### src/rtl/viterbi_pkg.sv
// Shared Viterbi decoder types: path metric width, state count and state index type.
package viterbi_pkg;

  localparam int PM_WIDTH   = 4;
  localparam int NUM_STATES = 4;

  typedef logic [1:0]          state_idx_t;
  typedef logic [PM_WIDTH-1:0] pm_t;

endpackage

### src/rtl/pm_cmp2.sv
// Combinational two-input compare-select: passes through the smaller metric and its state index.
module pm_cmp2
  import viterbi_pkg::*;
#(
  parameter int W = PM_WIDTH
) (
  input  logic [W-1:0] pm_a,
  input  state_idx_t   idx_a,
  input  logic [W-1:0] pm_b,
  input  state_idx_t   idx_b,
  output logic [W-1:0] min_pm,
  output state_idx_t   min_idx
);

  logic b_wins;

  // On equal metrics the lower state index is kept, whichever side carries it.
  assign b_wins  = (pm_b < pm_a) || ((pm_b == pm_a) && (idx_b < idx_a));
  assign min_pm  = b_wins ? pm_b  : pm_a;
  assign min_idx = b_wins ? idx_b : idx_a;

endmodule

### src/rtl/pm_min_selector.sv
// Best-state selector: two-level compare tree over four path metrics, registered with valid.
module pm_min_selector
  import viterbi_pkg::*;
#(
  parameter int PM_WIDTH = viterbi_pkg::PM_WIDTH
) (
  input  logic                clk,
  input  logic                rst,
  input  logic                in_valid,
  input  logic [PM_WIDTH-1:0] pm0,
  input  logic [PM_WIDTH-1:0] pm1,
  input  logic [PM_WIDTH-1:0] pm2,
  input  logic [PM_WIDTH-1:0] pm3,
  output logic                d0,
  output logic                d1,
  output logic [PM_WIDTH-1:0] min_pm,
  output logic                out_valid
);

  logic [PM_WIDTH-1:0] pm_in [NUM_STATES];
  logic [PM_WIDTH-1:0] l1_pm [2];
  state_idx_t          l1_idx [2];
  logic [PM_WIDTH-1:0] best_pm;
  state_idx_t          best_idx;

  assign pm_in[0] = pm0;
  assign pm_in[1] = pm1;
  assign pm_in[2] = pm2;
  assign pm_in[3] = pm3;

  // Level 1 pairs states {0,1} and {2,3}.
  generate
    for (genvar gi = 0; gi < 2; gi++) begin : g_level1
      pm_cmp2 #(.W(PM_WIDTH)) u_cmp (
        .pm_a   (pm_in[2*gi]),
        .idx_a  (state_idx_t'(2*gi)),
        .pm_b   (pm_in[2*gi+1]),
        .idx_b  (state_idx_t'(2*gi+1)),
        .min_pm (l1_pm[gi]),
        .min_idx(l1_idx[gi])
      );
    end
  endgenerate

  pm_cmp2 #(.W(PM_WIDTH)) u_level2 (
    .pm_a   (l1_pm[0]),
    .idx_a  (l1_idx[0]),
    .pm_b   (l1_pm[1]),
    .idx_b  (l1_idx[1]),
    .min_pm (best_pm),
    .min_idx(best_idx)
  );

  state_idx_t          idx_q, idx_d;
  logic [PM_WIDTH-1:0] min_pm_q, min_pm_d;
  logic                out_valid_q, out_valid_d;

  // Result registers only load on a valid input so the last winner is held through gaps.
  always_comb begin
    idx_d       = idx_q;
    min_pm_d    = min_pm_q;
    out_valid_d = in_valid;
    if (in_valid) begin
      idx_d    = best_idx;
      min_pm_d = best_pm;
    end
  end

  always_ff @(posedge clk or posedge rst) begin
    if (rst) begin
      idx_q       <= '0;
      min_pm_q    <= '0;
      out_valid_q <= 1'b0;
    end else begin
      idx_q       <= idx_d;
      min_pm_q    <= min_pm_d;
      out_valid_q <= out_valid_d;
    end
  end

  assign d0        = idx_q[0];
  assign d1        = idx_q[1];
  assign min_pm    = min_pm_q;
  assign out_valid = out_valid_q;

endmodule

### config.mk
export PLATFORM = sky130hd
export DESIGN_NAME = pm_min_selector
export DESIGN_NICKNAME = d
export VERILOG_FILES = /design/src/rtl/viterbi_pkg.sv /design/src/rtl/pm_cmp2.sv /design/src/rtl/pm_min_selector.sv
export SDC_FILE = /design/constraint.sdc
export NUM_CORES = 1
export LEC_CHECK = 0
export ABC_AREA = 1
export CORE_MARGIN = 3
export CORE_UTILIZATION = 49
export DETAILED_ROUTE_END_ITERATION = 16
export HOLD_SLACK_MARGIN = 0.05
export PLACE_DENSITY = 0.85
export SLEW_MARGIN = 0
export SYNTH_ARGS = -nofsm -noshare
export SYNTH_HDL_FRONTEND = slang
export SYNTH_HIERARCHICAL = 1
export SYNTH_SLANG_ARGS = --single-unit
### constraint.sdc
create_clock -name clk -period 0.8 [get_ports clk]
set_clock_uncertainty 0.2 [all_clocks]
set_input_delay 0.16 -clock clk [delete_from_list [all_inputs] [get_ports clk]]
set_output_delay 0.16 -clock clk [all_outputs]
set_load 0.05 [all_outputs]
==> reports/results.ini, run 1 <==
[floorplan]
die_w_um=51.4
start_util=0.548
num_io_pins=26
dieHeight_um=51.4
row_count=15

[logic_synthesis]
yosysUniqueCellTypes=13
yosys_warnings=6
yosysSeqAreaShare=0.174
yosys.area.top_type=nand2_1
synth_area_per_cell_um2=6.15
synthTopCellsByArea=nand2_1 25%, ha_1 19%, dfrtp_1 17%
synth_area_mm2=0.00101
syn_inst=164
synth_seq_cells=7
synth_top_area_share=0.246

[placed_design]
port_buffers=25
hpwl_mm=3.71
gp_congestion=0.835

[run_status]
tool.error=[ERROR DPL-0033] detailed placement checks failed during check placement.
status=aborted with a tool error
lastStage=detailed placement (3_5_place_dp)

==> cell usage after synthesis <==
| cell type | instances |
|---|---|
| nand3_1 | 21 |
| inv_1 | 25 |
| nand2_4 | 6 |
| inv_2 | 1 |
| clkinv_1 | 6 |
| dfrtp_1 | 7 |
| conb_1 | 2 |
| nor2_2 | 3 |
| nand2_2 | 6 |
| o21ai_2 | 3 |
| ha_1 | 15 |
| a21oi_1 | 3 |
| nand2_1 | 66 |
==> per-stage QoR <==
step / setup TNS, ns / area (um2) / std cells / worst slack, ns / hold slack [ns]
3_3_place_gp: -12.21 / 1790 / 254 / -1.85 / 0.199
2_1_floorplan: -7.56 / 1240 / 178 / -1.20 / -0.237
==> cells by family after synthesis <==
kind of cell    synth area share
other cells              0.00745
fa+ha+maj                  0.186
flops                      0.174
simple gates               0.473
buf+inv                    0.119
compound gates            0.0409
==> run 2, diff against run 1 <==
--- a/config.mk
+++ b/config.mk
@@ -6,11 +6,10 @@
 export NUM_CORES = 1
 export LEC_CHECK = 0
 export ABC_AREA = 1
-export CORE_MARGIN = 3
-export CORE_UTILIZATION = 49
+export CORE_AREA = 3 3 64 66
 export DETAILED_ROUTE_END_ITERATION = 16
-export HOLD_SLACK_MARGIN = 0.05
-export PLACE_DENSITY = 0.85
+export DIE_AREA = 0 0 67 69
+export PLACE_DENSITY_LB_ADDON = 0.15
 export SLEW_MARGIN = 0
 export SYNTH_ARGS = -nofsm -noshare
 export SYNTH_HDL_FRONTEND = slang
==> reports/results.ini, run 2 <==
[run_status]
status=finished with violations
violations=negative hold slack, negative setup slack

[logic_synthesis]
synth_top_flop_cell=dfrtp_1
synthArstFlopShare=1.00
yosysUniqueCellTypes=13
yosysSeqAreaShare=0.174
synth_seq_cells=7
synth_area_mm2=0.00101
synth-edff-count=0
yosys-top-cells-count=66 x nand2_1, 25 x inv_1, 21 x nand3_1, 15 x ha_1, 7 x dfrtp_1
synth_top_area_share=0.246
yosys.area.top_type=nand2_1
synthTopCellsByArea=nand2_1 25%, ha_1 19%, dfrtp_1 17%
synth_area_per_cell_um2=6.15
yosys_warnings=6
syn_inst=164
yosysMostFrequentCell=nand2_1

[finish]
areaGrowthSynthToFinish_pct=121
layout_common_cells=44 x buf_4, 34 x nand2_2, 33 x nand2_1, 16 x conb_1, 13 x ha_4
fin_util=0.613
insertedDiodeCount=0
postLayoutCellArea_mm2=0.00223
largest_reg_flops=4
final_cells=302
drive_gt1_frac=0.681
nets=289
fillCellCount=321
final_common_cell=buf_4

[drt]
antenna_left=0
routedWlPerCell_um=10.7
drt-total-wl_mm=3.24
routed_via_density=4.24
firstDrtPassIters=4
vias=1280
drc_errors=0
drt_iter0_drc=27

[hold_path]
hp-class=primary input to asynchronous set/reset pin

[job]
drv_cap=0

[worst_setup_path]
cp.arrival_ns=2.01
crit_fanout=6
critPathKind=primary input to register
required_ns=0.71
endpoint_kind=register
startpoint_type=primary input

[floorplan]
row_count=22
dieArea_mm2=0.00462
dieHeight_um=69
start_util=0.278
num_io_pins=26
coreArea_mm2=0.00363
die_w_um=67

[power_and_ir_drop]
p_leak_nw=1.13
ir_worst_vdd_v=0.000614
p_per_area_mw_per_mm2=1740
p_total_mw=3.88

[global_route]
grt_pass1_wl_mm=5.05
grt_pass1_vias=1261
grt_usage=0.134
overflow=0
grt_max_degree=8
antenna_found_initial=0

[clocking]
clk_pin_slew_ns=0.04
clock_path_buffers=2
cts_buffers=3
cts_tree=yes
clkLatencyLatePin_ns=0.22
cts_max_level=1
clock-root-buffer=clkbuf_8
cts.sinks=7

[sta]
holdWs_ns=-0.0317
fin_setup_tns_ns=-10.12
period_share=2.63
fin_crit_ns=2.10
finalSetupViolCount=13
hold_violations=7
fin_ws_ns=-1.30
max_freq_ghz=0.476
report.final.slew_viol_count=0
rsz0062_at_grt=yes

[placed_design]
hpwl_mm=2.29
pre_cts_slack_ns=-1.92
dp.cells=277
port_buffers=25
gp_congestion=0.733
placed_cell_area_mm2=0.00182

==> run 2: cell counts after synthesis <==
No cell type changed its count.
==> run 2: cell type report <==
type	count	area, um2	area share
sequential	7	184	0.0825
multi-input combinational	139	1140	0.510
timing repair buffer	72	672	0.302
clock buffer	4	45.0	0.0202
tap	48	60.1	0.0270
inverter	32	131	0.0590
==> run 2: critical path: stages <==
cell and delay, ns:
buf_2 0.11, inv_2 0.06, ha_4 0.19, nand2_2 0.06
clkinv_2 0.05, nand2_2 0.07, nand2_4 0.09, nand2_4 0.12
nand2_2 0.07, nand2_2 0.08, inv_2 0.05, ha_4 0.30
nand2_2 0.06, clkinv_2 0.04, nand2_2 0.05, nand2_4 0.11
nand2_4 0.09, nand2_1 0.09, nand2_1 0.06, nand2_1 0.06
nand2_1 0.05
==> run 2: path summary, 6_finish.rpt <==
path | startpoint | endpoint | slack [ns] | cells after the start
max in group asynchronous | rst | min_pm[3] | 0.21 | 2
worst max register to register | idx_q[1] | idx_q[1] | -0.16 | 3
min in group clk | in_valid | out_valid | 0.15 | 2
worst max-delay path | pm0[2] | min_pm[1] | -1.30 | 21
worst min-delay path | rst | min_pm[0] | -0.03 | 2
worst min register to register | min_pm[3] | min_pm[3] | 0.31 | 2
==> run 2: kinds of logic (layout without fill, tap and decap cells) <==
group	after synthesis	after routing	synth area share
compound gates	6	6	0.0409
fa+ha+maj	15	15	0.186
buf+inv	32	108	0.119
flops	7	7	0.174
other cells	2	16	0.00745
simple gates	102	102	0.473
==> run 2: what timing repair did <==
action,4_1_cts,5_1_grt
pin swaps,44,35
buffers inserted,15,6
hold endpoints to repair,7,7
endpoints found under the setup margin,14,13
resized for setup,113,22
==> run 2: where the power goes <==
| group | switching [mW] | internal (mW) | leakage (nW) |
|---|---|---|---|
| combinational | 1.40 | 1.42 | 1.02 |
| sequential | 0.101 | 0.471 | 0.0785 |
| clock | 0.145 | 0.344 | 0.0228 |
| total | 1.64 | 2.24 | 1.13 |
==> run 2: metal layers <==
layer / global-route usage / vias up / wire length [um]
met5: 0 / - / 0
met1: 0.153 / 588 / 1260
li1: - / 670 / -
met3: 0.0195 / 6 / 85
met4: 0.0518 / 0 / 56
met2: 0.240 / 16 / 1840
Note: power is estimated with default switching activity, not from simulation.
==> run 3, diff against run 2 <==
--- a/config.mk
+++ b/config.mk
@@ -6,10 +6,13 @@
 export NUM_CORES = 1
 export LEC_CHECK = 0
 export ABC_AREA = 1
+export CAP_MARGIN = 25
 export CORE_AREA = 3 3 64 66
 export DETAILED_ROUTE_END_ITERATION = 16
 export DIE_AREA = 0 0 67 69
+export GPL_ROUTABILITY_DRIVEN = 0
 export PLACE_DENSITY_LB_ADDON = 0.15
+export SKIP_CTS_REPAIR_TIMING = 1
 export SLEW_MARGIN = 0
 export SYNTH_ARGS = -nofsm -noshare
 export SYNTH_HDL_FRONTEND = slang
==> reports/results.ini, run 3 (synthesized netlist as in run 2, its figures left out) <==
[run_status]
status=finished with violations
violations=negative hold slack, negative setup slack

[placed_design]
hpwl_mm=2.29
port_buffers=25
pre_cts_slack_ns=-1.92
placed_cell_area_mm2=0.00182

[sta]
report.final.slew_viol_count=0
max_freq_ghz=0.488
fin_setup_tns_ns=-9.92
fin_ws_ns=-1.25
hold_violations=7
finalSetupViolCount=14
period_share=2.56
holdWs_ns=-0.0296
fin_crit_ns=2.05
rsz0062_at_grt=yes

[finish]
fin_util=0.600
drive_gt1_frac=0.684
largest_reg_flops=4
fillCellCount=322
seq_area_um2=184
layout_common_cells=37 x buf_4, 31 x nand2_2, 28 x nand2_1, 18 x nand2_4, 16 x conb_1
nets=279
areaGrowthSynthToFinish_pct=116
multi_input_area_mm2=0.00118
insertedDiodeCount=0
postLayoutCellArea_mm2=0.00218
final_common_cell=buf_4

[global_route]
grt_pass1_vias=1165
grtUsageMet3=0.0147
antenna_found_initial=0
grt_pass1_wl_mm=4.54
grt_usage=0.118
grtUsageMet2=0.218
grt_max_degree=8
grt_use_met1=0.137
overflow=0
grt-busiest-layer=met2

[clocking]
cts.sinks=7
cts_max_level=1
clkLatencyLatePin_ns=0.22
cts_buffers=3
clock-root-buffer=clkbuf_8
clk_pin_slew_ns=0.04
cts_tree=yes
clock_path_buffers=2

[worst_setup_path]
r2r_cells=3
critPathKind=primary input to register
endpoint_kind=register
timing.rr.start=idx_q[1]
startpoint_type=primary input
cp.arrival_ns=2.01
crit_fanout=7
r2r_setup_slack_ns=-0.16
required_ns=0.76
worst_r2r_endpoint=idx_q[1]

[drt]
firstDrtPassIters=4
routedWlPerCell_um=10.3
vias=1252
drt_iter0_drc=21
antenna_left=0
drt-total-wl_mm=3.01
drc_errors=0
routed_via_density=4.29

[floorplan]
dieArea_mm2=0.00462
start_util=0.278
die_w_um=67
row_count=22
coreArea_mm2=0.00363
dieHeight_um=69
num_io_pins=26

[power_and_ir_drop]
p_leak_nw=1.09
seqPwrFrac=0.156
p_sw_mw=1.59
p_per_area_mw_per_mm2=1690
intPower_mw=2.08
clkPwrFrac=0.131
swShare=0.434
p_comb_frac=0.713
ir_worst_vdd_v=0.000591

[job]
drv_cap=0

[hold_path]
hp-class=primary input to asynchronous set/reset pin

## run 3: layer usage
layer,part of all wire,vias to the layer above
li1,-,646
met1,0.40,580
met2,0.55,18
met3,0.032,8
met4,0.019,0
met5,0,-
## run 3: power groups by stage
stage	clock network (mW)	logic [mW]	registers (mW)
floorplan	0	0.942	0.866
global placement	0	2.12	0.574
detailed placement	0	2.15	0.581
CTS	0.501	2.15	0.576
global route	0.537	2.82	0.583
finish	0.483	2.62	0.572
## run 3: cell type report
type | count | area share
clock buffer | 4 | 0.0207
inverter | 32 | 0.0585
multi-input combinational | 139 | 0.539
sequential | 7 | 0.0843
tap | 48 | 0.0275
timing repair buffer | 62 | 0.270
## run 3: through the flow
stage | hold slack, ns | instances | total power, mW
final | -0.0296 | 292 | 3.68
after global routing | -0.0117 | 292 | 3.94
after CTS | -0.0176 | 281 | 3.23
after detailed placement | 0.212 | 277 | 2.73
after global placement | 0.203 | 277 | 2.69
after floorplan | -0.237 | 178 | 1.81
## run 3: critical path, cell delays in order
cell,delay (ns)
buf_6,0.07
inv_2,0.03
ha_4,0.28
nand2_2,0.06
inv_2,0.05
nand2_2,0.06
nand2_4,0.12
nand2_8,0.10
buf_4,0.15
nand2_4,0.06
nand2_4,0.05
ha_4,0.16
inv_2,0.05
nand2_2,0.05
nor2_4,0.10
nand2_4,0.09
nand2_4,0.12
nand2_2,0.06
nand2_2,0.06
nand2_1,0.05
nand2_1,0.05
## run 3: worst max-delay path by stage
stage | startpoint | endpoint | slack (ns) | depth (start not counted)
after floorplan | pm2[1] | idx_q[0] | -1.20 | 18
after global placement | pm0[3] | min_pm[2] | -1.90 | 17
after detailed placement | pm0[3] | idx_q[1] | -1.92 | 19
after CTS | pm0[3] | min_pm[2] | -1.69 | 17
after global routing | pm3[1] | idx_q[0] | -1.35 | 20
final | pm2[3] | min_pm[0] | -1.25 | 21
==> run 4, diff against run 3 <==
--- a/config.mk
+++ b/config.mk
@@ -8,12 +8,12 @@
 export ABC_AREA = 1
 export CAP_MARGIN = 25
 export CORE_AREA = 3 3 64 66
+export CTS_BUF_LIST = sky130_fd_sc_hd__clkbuf_4
 export DETAILED_ROUTE_END_ITERATION = 16
 export DIE_AREA = 0 0 67 69
 export GPL_ROUTABILITY_DRIVEN = 0
-export PLACE_DENSITY_LB_ADDON = 0.15
 export SKIP_CTS_REPAIR_TIMING = 1
-export SLEW_MARGIN = 0
+export SLEW_MARGIN = 10
 export SYNTH_ARGS = -nofsm -noshare
 export SYNTH_HDL_FRONTEND = slang
 export SYNTH_HIERARCHICAL = 1
==> reports/results.ini, run 4 (synthesized netlist as in run 2, its figures left out) <==
[run_status]
status=finished with violations
violations=negative hold slack, negative setup slack

[global_route]
grt_usage=0.110
grt_pass1_wl_mm=4.23
antenna_found_initial=0
overflow=0
grt_max_degree=8
grt_pass1_vias=1068

[worst_setup_path]
timing.rr.start=min_pm[1]
cp_slowest_stage_delay_ns=0.29
crit_fanout=7
worst_r2r_endpoint=min_pm[1]
required_ns=0.74
crit_path_top_delay_cell=ha_4
r2r_cells=2
crit_buf_inv=2
cp.arrival_ns=1.92
r2r_setup_slack_ns=-0.05
startpoint_type=primary input
critPathLaunch=pm3[1]
endpoint_kind=register
crit_family=simple AND/OR/NAND/NOR gates
critPathKind=primary input to register
crit_chain=buf_4, ha_4, nand2_2, nand2_2, nand2_2, nand2_4, nand2_8, nand2_4, nand2_4, ha_4, nand2_2, clkinv_2, nand2_2, nand2_4, nand2_4, nand2_1, nand2_1, nand2_1, nand2_1

[finish]
largest_reg_flops=4
multi_input_area_mm2=0.00110
insertedDiodeCount=0
fillCellCount=363
nets=274
final_common_cell=nand2_1
areaGrowthSynthToFinish_pct=104
seq_area_um2=184
drive_gt1_frac=0.623
layout_common_cells=39 x nand2_1, 31 x buf_4, 24 x nand2_2, 16 x conb_1, 15 x nand3_1
fin_util=0.567

[clocking]
clock_path_buffers=2
clkLatencyLatePin_ns=0.25
cts_tree=yes
cts.sinks=7
cts_max_level=1
cts_buffers=3
clk_pin_slew_ns=0.05
clock-root-buffer=clkbuf_4

[drt]
firstDrtPassIters=4
antenna_left=0
drt_iter0_drc=53
drt-total-wl_mm=2.62
drc_errors=0
routed_via_density=4.11
vias=1181
routedWlPerCell_um=9.12

[placed_design]
port_buffers=25
hpwl_mm=2.05

[power_and_ir_drop]
p_leak_nw=1.07
ir_worst_vdd_v=0.000595
p_per_area_mw_per_mm2=1610

[floorplan]
dieArea_mm2=0.00462
die_w_um=67
num_io_pins=26
row_count=22
dieHeight_um=69
coreArea_mm2=0.00363
start_util=0.278

[sta]
fin_crit_ns=1.99
holdWs_ns=-0.0595
fin_setup_tns_ns=-9.64
period_share=2.48
report.final.slew_viol_count=0
rsz0062_at_grt=yes
hold_violations=7
max_freq_ghz=0.504
fin_ws_ns=-1.19
finalSetupViolCount=13

[hold_path]
hp-class=primary input to asynchronous set/reset pin

[job]
drv_cap=0

==> run 4: cell count changes in the layout (fill, tap and decap cells not counted), sizes merged <==
cell           change
clkdlybuf4s50      -1
buf                -6
dlymetal6s2s       +2
==> run 4: cell type report <==
class                           count  share of cell area
Tap cell                           48              0.0291
Clock buffer                        4              0.0146
Inverter                           32              0.0644
Timing Repair Buffer               57               0.271
Sequential cell                     7              0.0893
Multi-Input combinational cell    139               0.532
==> run 4: per-layer routing <==
layer  vias to the layer above  routed length, um  global-route usage
met3                         3                 67              0.0147
li1                        639                  -                   -
met5                         -                  0                   0
met1                       520               1180               0.150
met2                        19               1340               0.176
met4                         0                 27              0.0338
==> run 4: worst register-to-register path, cell delays in order (launching register included) <==
cell     delay [ns]
dfrtp_2        0.42
nand2_1        0.07
nand2_1        0.05
==> run 4: through the flow <==
step / setup slack [ns] / power (mW) / instance area (um2) / instances
after floorplan: -1.20 / 1.81 / 1240 / 178
after global placement: -1.90 / 2.71 / 1840 / 280
after detailed placement: -1.92 / 2.73 / 1840 / 280
after CTS: -1.66 / 3.09 / 1870 / 284
after global routing: -1.30 / 3.60 / 2060 / 287
final: -1.19 / 3.32 / 2060 / 287
==> run 4: how the worst max path moves through the flow <==
stage | depth (start not counted) | slack [ns] | end
6_report | 19 | -1.19 | min_pm[0]
5_1_grt | 21 | -1.30 | min_pm[1]
4_1_cts | 17 | -1.66 | min_pm[1]
3_5_place_dp | 17 | -1.92 | min_pm[1]
3_3_place_gp | 17 | -1.90 | min_pm[1]
2_1_floorplan | 18 | -1.20 | idx_q[0]
==> run 4: where the power goes <==
part	leakage, nW	switching (mW)	internal (mW)
combinational	0.969	1.25	1.16
sequential	0.0785	0.102	0.470
clock	0.0184	0.122	0.224
total	1.07	1.47	1.85
